`src/rtl/mips_mc_pkg.sv`:
```
// Shared definitions for the multicycle MIPS control unit.
// Holds the FSM state encodings, the supported opcodes, the alu_op codes
// and the packed control word produced by the output decoder.
package mips_mc_pkg;

    typedef enum logic [3:0] {
        S_FETCH   = 4'd0,
        S_DECODE  = 4'd1,
        S_MEMADR  = 4'd2,
        S_MEMRD   = 4'd3,
        S_MEMWB   = 4'd4,
        S_MEMWR   = 4'd5,
        S_EXECUTE = 4'd6,
        S_ALUWB   = 4'd7,
        S_BEQEX   = 4'd8,
        S_ADDIEX  = 4'd9,
        S_ADDIWB  = 4'd10,
        S_JEX     = 4'd11
    } state_t;

    localparam logic [5:0] OP_RTYPE = 6'b000000;
    localparam logic [5:0] OP_LW    = 6'b100011;
    localparam logic [5:0] OP_SW    = 6'b101011;
    localparam logic [5:0] OP_BEQ   = 6'b000100;
    localparam logic [5:0] OP_ADDI  = 6'b001000;
    localparam logic [5:0] OP_J     = 6'b000010;

    localparam logic [1:0] ALU_ADD   = 2'b00;
    localparam logic [1:0] ALU_SUB   = 2'b01;
    localparam logic [1:0] ALU_FUNCT = 2'b10;

    typedef struct packed {
        logic       pc_write_uncond;
        logic       branch;
        logic       iord;
        logic       ir_write;
        logic       mem_write;
        logic       reg_write;
        logic       reg_dst;
        logic       mem_to_reg;
        logic       alu_src_a;
        logic [1:0] alu_src_b;
        logic [1:0] alu_op;
        logic [1:0] pc_src;
    } ctrl_t;

endpackage

```
`src/rtl/multicycle_control_if.sv`:
```
// Datapath-facing bundle of the multicycle control unit.
// slave  : the control unit (reads opcode/zero, drives the controls)
// master : the datapath / environment (drives opcode/zero)
interface multicycle_control_if;

    logic [5:0] opcode;
    logic       zero;
    logic       pc_write;
    logic       iord;
    logic       ir_write;
    logic       mem_write;
    logic       reg_write;
    logic       reg_dst;
    logic       mem_to_reg;
    logic       alu_src_a;
    logic [1:0] alu_src_b;
    logic [1:0] alu_op;
    logic [1:0] pc_src;
    logic [3:0] state_o;

    modport master (
        output opcode, zero,
        input  pc_write, iord, ir_write, mem_write, reg_write, reg_dst,
               mem_to_reg, alu_src_a, alu_src_b, alu_op, pc_src, state_o
    );

    modport slave (
        input  opcode, zero,
        output pc_write, iord, ir_write, mem_write, reg_write, reg_dst,
               mem_to_reg, alu_src_a, alu_src_b, alu_op, pc_src, state_o
    );

endinterface

```
`src/rtl/mc_output_decode.sv`:
```
// Pure combinational Moore decode: FSM state -> control word.
// Ports: state (in), ctrl (out). Unlisted fields and illegal codes give 0.
module mc_output_decode
    import mips_mc_pkg::*;
(
    input  state_t state,
    output ctrl_t  ctrl
);

    always_comb begin
        ctrl = '0;
        case (state)
            S_FETCH: begin
                ctrl.ir_write        = 1'b1;
                ctrl.alu_src_b       = 2'b01;
                ctrl.alu_op          = ALU_ADD;
                ctrl.pc_write_uncond = 1'b1;
            end
            S_DECODE: begin
                ctrl.alu_src_b = 2'b11;
                ctrl.alu_op    = ALU_ADD;
            end
            S_MEMADR, S_ADDIEX: begin
                ctrl.alu_src_a = 1'b1;
                ctrl.alu_src_b = 2'b10;
                ctrl.alu_op    = ALU_ADD;
            end
            S_MEMRD: ctrl.iord = 1'b1;
            S_MEMWR: begin
                ctrl.iord      = 1'b1;
                ctrl.mem_write = 1'b1;
            end
            S_MEMWB: begin
                ctrl.reg_write  = 1'b1;
                ctrl.mem_to_reg = 1'b1;
            end
            S_ALUWB: begin
                ctrl.reg_write = 1'b1;
                ctrl.reg_dst   = 1'b1;
            end
            S_ADDIWB: ctrl.reg_write = 1'b1;
            S_EXECUTE: begin
                ctrl.alu_src_a = 1'b1;
                ctrl.alu_op    = ALU_FUNCT;
            end
            S_BEQEX: begin
                ctrl.alu_src_a = 1'b1;
                ctrl.alu_op    = ALU_SUB;
                ctrl.pc_src    = 2'b01;
                ctrl.branch    = 1'b1;
            end
            S_JEX: begin
                ctrl.pc_src          = 2'b10;
                ctrl.pc_write_uncond = 1'b1;
            end
            default: ctrl = '0;
        endcase
    end

endmodule

```
`src/rtl/multicycle_control.sv`:
```
// Multicycle MIPS control unit (Moore FSM).
// Ports: clk, rst (async, active low), bus (opcode/zero in, datapath
// controls and state_o out).
//
// state   | meaning
// FETCH   | read instruction, PC <= PC+4
// DECODE  | read registers, precompute branch target
// MEMADR  | lw/sw address = rs + imm
// MEMRD   | lw memory read
// MEMWB   | lw write-back to rt
// MEMWR   | sw memory write
// EXECUTE | R-type ALU operation
// ALUWB   | R-type write-back to rd
// BEQEX   | compare; PC <= target when zero
// ADDIEX  | addi rs + imm
// ADDIWB  | addi write-back to rt
// JEX     | jump
module multicycle_control
    import mips_mc_pkg::*;
(
    input logic                 clk,
    input logic                 rst,
    multicycle_control_if.slave bus
);

    state_t state_q;
    state_t state_d;
    ctrl_t  ctrl;

    always_ff @(posedge clk or negedge rst) begin
        if (!rst) state_q <= S_FETCH;
        else      state_q <= state_d;
    end

    always_comb begin
        state_d = S_FETCH;
        case (state_q)
            S_FETCH: state_d = S_DECODE;
            S_DECODE: begin
                case (bus.opcode)
                    OP_LW, OP_SW: state_d = S_MEMADR;
                    OP_RTYPE:     state_d = S_EXECUTE;
                    OP_BEQ:       state_d = S_BEQEX;
                    OP_ADDI:      state_d = S_ADDIEX;
                    OP_J:         state_d = S_JEX;
                    default:      state_d = S_FETCH;
                endcase
            end
            // Only lw/sw reach MEMADR, so anything not sw is treated as lw.
            S_MEMADR:  state_d = (bus.opcode == OP_SW) ? S_MEMWR : S_MEMRD;
            S_MEMRD:   state_d = S_MEMWB;
            S_EXECUTE: state_d = S_ALUWB;
            S_ADDIEX:  state_d = S_ADDIWB;
            default:   state_d = S_FETCH;
        endcase
    end

    mc_output_decode u_output_decode (
        .state (state_q),
        .ctrl  (ctrl)
    );

    always_comb begin
        // branch is only set in BEQEX, so zero has no effect elsewhere.
        bus.pc_write   = ctrl.pc_write_uncond | (ctrl.branch & bus.zero);
        bus.iord       = ctrl.iord;
        bus.ir_write   = ctrl.ir_write;
        bus.mem_write  = ctrl.mem_write;
        bus.reg_write  = ctrl.reg_write;
        bus.reg_dst    = ctrl.reg_dst;
        bus.mem_to_reg = ctrl.mem_to_reg;
        bus.alu_src_a  = ctrl.alu_src_a;
        bus.alu_src_b  = ctrl.alu_src_b;
        bus.alu_op     = ctrl.alu_op;
        bus.pc_src     = ctrl.pc_src;
        bus.state_o    = state_q;
    end

endmodule

```
`src/flat_wrapper.sv`:
```
// flat-port wrapper written by rule: the top's interface ports become plain ports
module multicycle_control_flat import mips_mc_pkg::*;
  (clk, rst, bus_opcode, bus_zero, bus_pc_write, bus_iord, bus_ir_write, bus_mem_write, bus_reg_write, bus_reg_dst, bus_mem_to_reg, bus_alu_src_a, bus_alu_src_b, bus_alu_op, bus_pc_src, bus_state_o);
  multicycle_control_if bus_i ();
  input logic clk;
  input logic rst;
  input wire logic [$bits(bus_i.opcode)-1:0] bus_opcode;
  input wire logic [$bits(bus_i.zero)-1:0] bus_zero;
  output wire logic [$bits(bus_i.pc_write)-1:0] bus_pc_write;
  output wire logic [$bits(bus_i.iord)-1:0] bus_iord;
  output wire logic [$bits(bus_i.ir_write)-1:0] bus_ir_write;
  output wire logic [$bits(bus_i.mem_write)-1:0] bus_mem_write;
  output wire logic [$bits(bus_i.reg_write)-1:0] bus_reg_write;
  output wire logic [$bits(bus_i.reg_dst)-1:0] bus_reg_dst;
  output wire logic [$bits(bus_i.mem_to_reg)-1:0] bus_mem_to_reg;
  output wire logic [$bits(bus_i.alu_src_a)-1:0] bus_alu_src_a;
  output wire logic [$bits(bus_i.alu_src_b)-1:0] bus_alu_src_b;
  output wire logic [$bits(bus_i.alu_op)-1:0] bus_alu_op;
  output wire logic [$bits(bus_i.pc_src)-1:0] bus_pc_src;
  output wire logic [$bits(bus_i.state_o)-1:0] bus_state_o;
  assign bus_i.opcode = bus_opcode;
  assign bus_i.zero = bus_zero;
  assign bus_pc_write = bus_i.pc_write;
  assign bus_iord = bus_i.iord;
  assign bus_ir_write = bus_i.ir_write;
  assign bus_mem_write = bus_i.mem_write;
  assign bus_reg_write = bus_i.reg_write;
  assign bus_reg_dst = bus_i.reg_dst;
  assign bus_mem_to_reg = bus_i.mem_to_reg;
  assign bus_alu_src_a = bus_i.alu_src_a;
  assign bus_alu_src_b = bus_i.alu_src_b;
  assign bus_alu_op = bus_i.alu_op;
  assign bus_pc_src = bus_i.pc_src;
  assign bus_state_o = bus_i.state_o;
  multicycle_control u_core (.clk(clk), .rst(rst), .bus(bus_i));
endmodule
```
`config.mk`:
```
export PLATFORM = sky130hd
export DESIGN_NAME = multicycle_control_flat
export DESIGN_NICKNAME = d
export VERILOG_FILES = /design/src/rtl/mips_mc_pkg.sv /design/src/rtl/multicycle_control_if.sv /design/src/rtl/mc_output_decode.sv /design/src/rtl/multicycle_control.sv /design/src/flat_wrapper.sv
export SDC_FILE = /design/constraint.sdc
export NUM_CORES = 1
export LEC_CHECK = 0
export CORE_AREA = 8 8 45 47
export CTS_CLUSTER_DIAMETER = 60
export DETAILED_ROUTE_END_ITERATION = 16
export DIE_AREA = 0 0 53 55
export PLACE_DENSITY = 0.7
export SKIP_LAST_GASP = 1
export SLEW_MARGIN = 10
export SYNTH_ARGS = -nofsm -noshare
export SYNTH_HDL_FRONTEND = slang
export SYNTH_SLANG_ARGS = --single-unit
export TNS_END_PERCENT = 30
```
`constraint.sdc`:
```
create_clock -name clk -period 2.1 [get_ports clk]
set_clock_uncertainty 0.1 [all_clocks]
set_input_delay 0.525 -clock clk [delete_from_list [all_inputs] [get_ports clk]]
set_output_delay 0.525 -clock clk [all_outputs]
set_load 0.005 [all_outputs]
```
==> results.sh <==
export IMPL_max_slew_worst_pin_slew_ns=0.350
export IMPL_cts_sinks=4
export IMPL_power_leakage_nw=0.395
export IMPL_antenna_cells=0
export IMPL_ant_nets=0
export IMPL_grt_use_total=0.0903
export IMPL_ys_ff_latch=4
export IMPL_core_area_um2=1380
export IMPL_power_density_nw_per_um2=972
export IMPL_max_cap_violations=0
export IMPL_netlist_instances=53
export IMPL_wl_per_cell_um=13.4
export IMPL_startpoint_type="register"
export IMPL_synth_edff_count=0
export IMPL_seqCellArea_um2=103
export IMPL_max_vdd_ir_drop_mv=0.503
export IMPL_clk_pin_slew_ns=0.04
export IMPL_post_route_util=0.619
export IMPL_place_area_um2=727
export IMPL_cp_arrival_ns=1.63
export IMPL_syn_nets=62
export IMPL_hold_viol=0
export IMPL_seq_area_frac_synth=0.252
export IMPL_drc_errors=0
export IMPL_crit_required_ns=1.47
export IMPL_synth_top_area_share=0.252
export IMPL_wl_mm=1.47
export IMPL_grt_max_degree=17
export IMPL_dr_first_iter_drc_count=9
export IMPL_finalPower_mw=0.833
export IMPL_slew_headroom=0.761
export IMPL_cts_made_buffers=3
export IMPL_layout_nets=105
export IMPL_outcome="complete, but fails checks"
export IMPL_syn2layout_area_growth_pct=115
export IMPL_clock_path_buffers=2
export IMPL_die_y_um=55
export IMPL_ios=27
export IMPL_finalWorstSetupSlack_ns=-0.153
export IMPL_largest_reg_flops=4
export IMPL_synth_top_cell_by_area="dfrtp_1"
export IMPL_yosys_warnings=0
export IMPL_drt_pass1_iterations=4
export IMPL_tritoncts="built"
export IMPL_num_vias=552
export IMPL_fin_crit_sh=1.07
export IMPL_place_congestion=0.727
export IMPL_die_w_um=53
export IMPL_antenna_found_initial=0
export IMPL_synth_compound_area_frac=0.239
export IMPL_crit_path_max_fanout=10
export IMPL_synth_mux_area_frac=0.0252
export IMPL_ctsRootBufferMaster="clkbuf_4"
export IMPL_grt_first_pass_wirelength_mm=2.02
export IMPL_rsz0062_at_grt="true"
export IMPL_syn_area_um2=398
export IMPL_violations="setup timing"
export IMPL_synth_top_family_by_area="simple AND/OR/NAND/NOR gates"
export IMPL_ys_flop_type="dfrtp_1"
export IMPL_syn_avg_cell_area_um2=7.51
export IMPL_clk_insertion_delay_late_ns=0.23
export IMPL_worstSetupPathType="reg2out"
export IMPL_finalSetupViolations=9
export IMPL_min_path_type="in2async"
export IMPL_fin_crit_ns=2.25
export IMPL_dp_hpwl_mm=1.04
export IMPL_cpMaxStageDelayCell="clkdlybuf4s50_1"
export IMPL_crit_path_end_kind="primary output"
export IMPL_critPathMaxStageDelay_ns=0.50
export IMPL_synth_simple_area_share=0.355
export IMPL_slew_viol_final=0
export IMPL_async_flop_share=1.00
export IMPL_multiInputGateArea_um2=297
export IMPL_fillerInstances=127
export IMPL_final_layout_size_suffix_gt1_frac=0.319
export IMPL_final_area_um2=857
export IMPL_viasPerCell=5.02
export IMPL_htree_levels=1
export IMPL_std_cell_rows=14
export IMPL_grt_overflow=0
export IMPL_synth_cell_types=31
export IMPL_io_buffer_count=26
export IMPL_max_clock_freq_ghz=0.444
export IMPL_die_area_um2=2920
export IMPL_crit_path_cell_trace="buf_4 > xor2_1 > and3_1 > clkdlybuf4s50_1"
export IMPL_synth_common_cells="clkbuf_1 (5), nor2_1 (5), nor3_1 (5)"
export IMPL_initial_core_util=0.288
export IMPL_yosys_area_share_xor_xnor=0.0440
export IMPL_grt_pass1_vias=476
export IMPL_yosys_top_cells_area="dfrtp_1 (25%), nor3_1 (6.3%), clkbuf_1 (4.7%)"
export IMPL_synthAdderAreaFrac=0
==> power by group <==
group	switching, mW	internal (mW)	total, mW	leakage, nW
clock network	0.0305	0.0639	0.0943	0.0138
logic	0.255	0.362	0.616	0.332
registers	0.0217	0.101	0.123	0.0498
total	0.307	0.526	0.833	0.395
==> area by class of cell <==
type	count	share of cell area
repair buffers	44	0.476
multi-input cells	41	0.346
flip-flops and latches	4	0.120
clock buffers	3	0.0263
well taps	16	0.0234
inverters	2	0.00876
==> through the flow <==
stage          hold WS [ns]  worst slack [ns]  instances  setup TNS, ns
5_1_grt               0.393            -0.242        110          -1.44
3_5_place_dp          0.521            -0.226         99         -0.438
3_3_place_gp          0.505            -0.216         99         -0.397
4_1_cts               0.390            -0.193        102          -1.03
2_1_floorplan         0.129             0.308         53              0
6_report              0.392            -0.153        110         -0.584
==> path summary, 6_finish.rpt <==
| path | startpoint | endpoint | slack (ns) | cells past startpoint |
|---|---|---|---|---|
| max | u_core.bus.state_o[2] | bus_iord | -0.15 | 4 |
| min | rst | u_core.bus.state_o[1] | 0.39 | 1 |
| max reg2reg | u_core.bus.state_o[1] | u_core.bus.state_o[0] | 0.72 | 3 |
| min reg2reg | u_core.bus.state_o[3] | u_core.bus.state_o[0] | 0.52 | 2 |
| max in group asynchronous | rst | u_core.bus.state_o[3] | 1.33 | 1 |
| min in group clk | u_core.bus.state_o[3] | u_core.bus.state_o[0] | 0.52 | 2 |
==> layout by cell type, fill, tap and decap left out, drive strengths merged, types with 2 or more instances in the layout <==
master,synthesis,final
a21oi,2,2
and3,2,2
buf,1,18
clkbuf,5,3
clkdlybuf4s50,0,21
dfrtp,4,4
dlygate4sd2,0,3
dlymetal6s2s,0,2
inv,2,2
nand2,2,2
nand2b,2,2
nor2,5,5
nor3,5,5
nor4,2,2
o21ai,3,3
or3,2,2
==> cells by family (layout without fill, tap and decap cells) <==
| family | count (synthesis) | in the layout |
|---|---|---|
| muxes | 1 | 1 |
| buffers and inverters | 8 | 49 |
| and+or+nand+nor | 25 | 25 |
| xor gates and xnor gates | 2 | 2 |
| AOI/OAI and AO/OA | 13 | 13 |
| DFF | 4 | 4 |
==> metal layers <==
| layer | global-route usage | vias up | wire length, um |
|---|---|---|---|
| met5 | 0 | - | 0 |
| met4 | 0.0388 | 0 | 0 |
| met3 | 0.0294 | 0 | 101 |
| met2 | 0.160 | 19 | 752 |
| met1 | 0.0962 | 249 | 618 |
| li1 | - | 284 | - |
==> critical path, delay by kind of cell, from the launching register on <==
kind | cells | cell delay (ns)
xor gates and xnor gates | 1 | 0.12
buffers and inverters | 2 | 0.68
DFF | 1 | 0.43
and+or+nand+nor | 1 | 0.17
==> repair_timing <==
action,in CTS,in global routing
endpoints found under the setup margin,14,14
hold buffers,0,0
resized for setup,8,8
buffers inserted,0,8
Note: power is estimated with default switching activity, not from simulation.
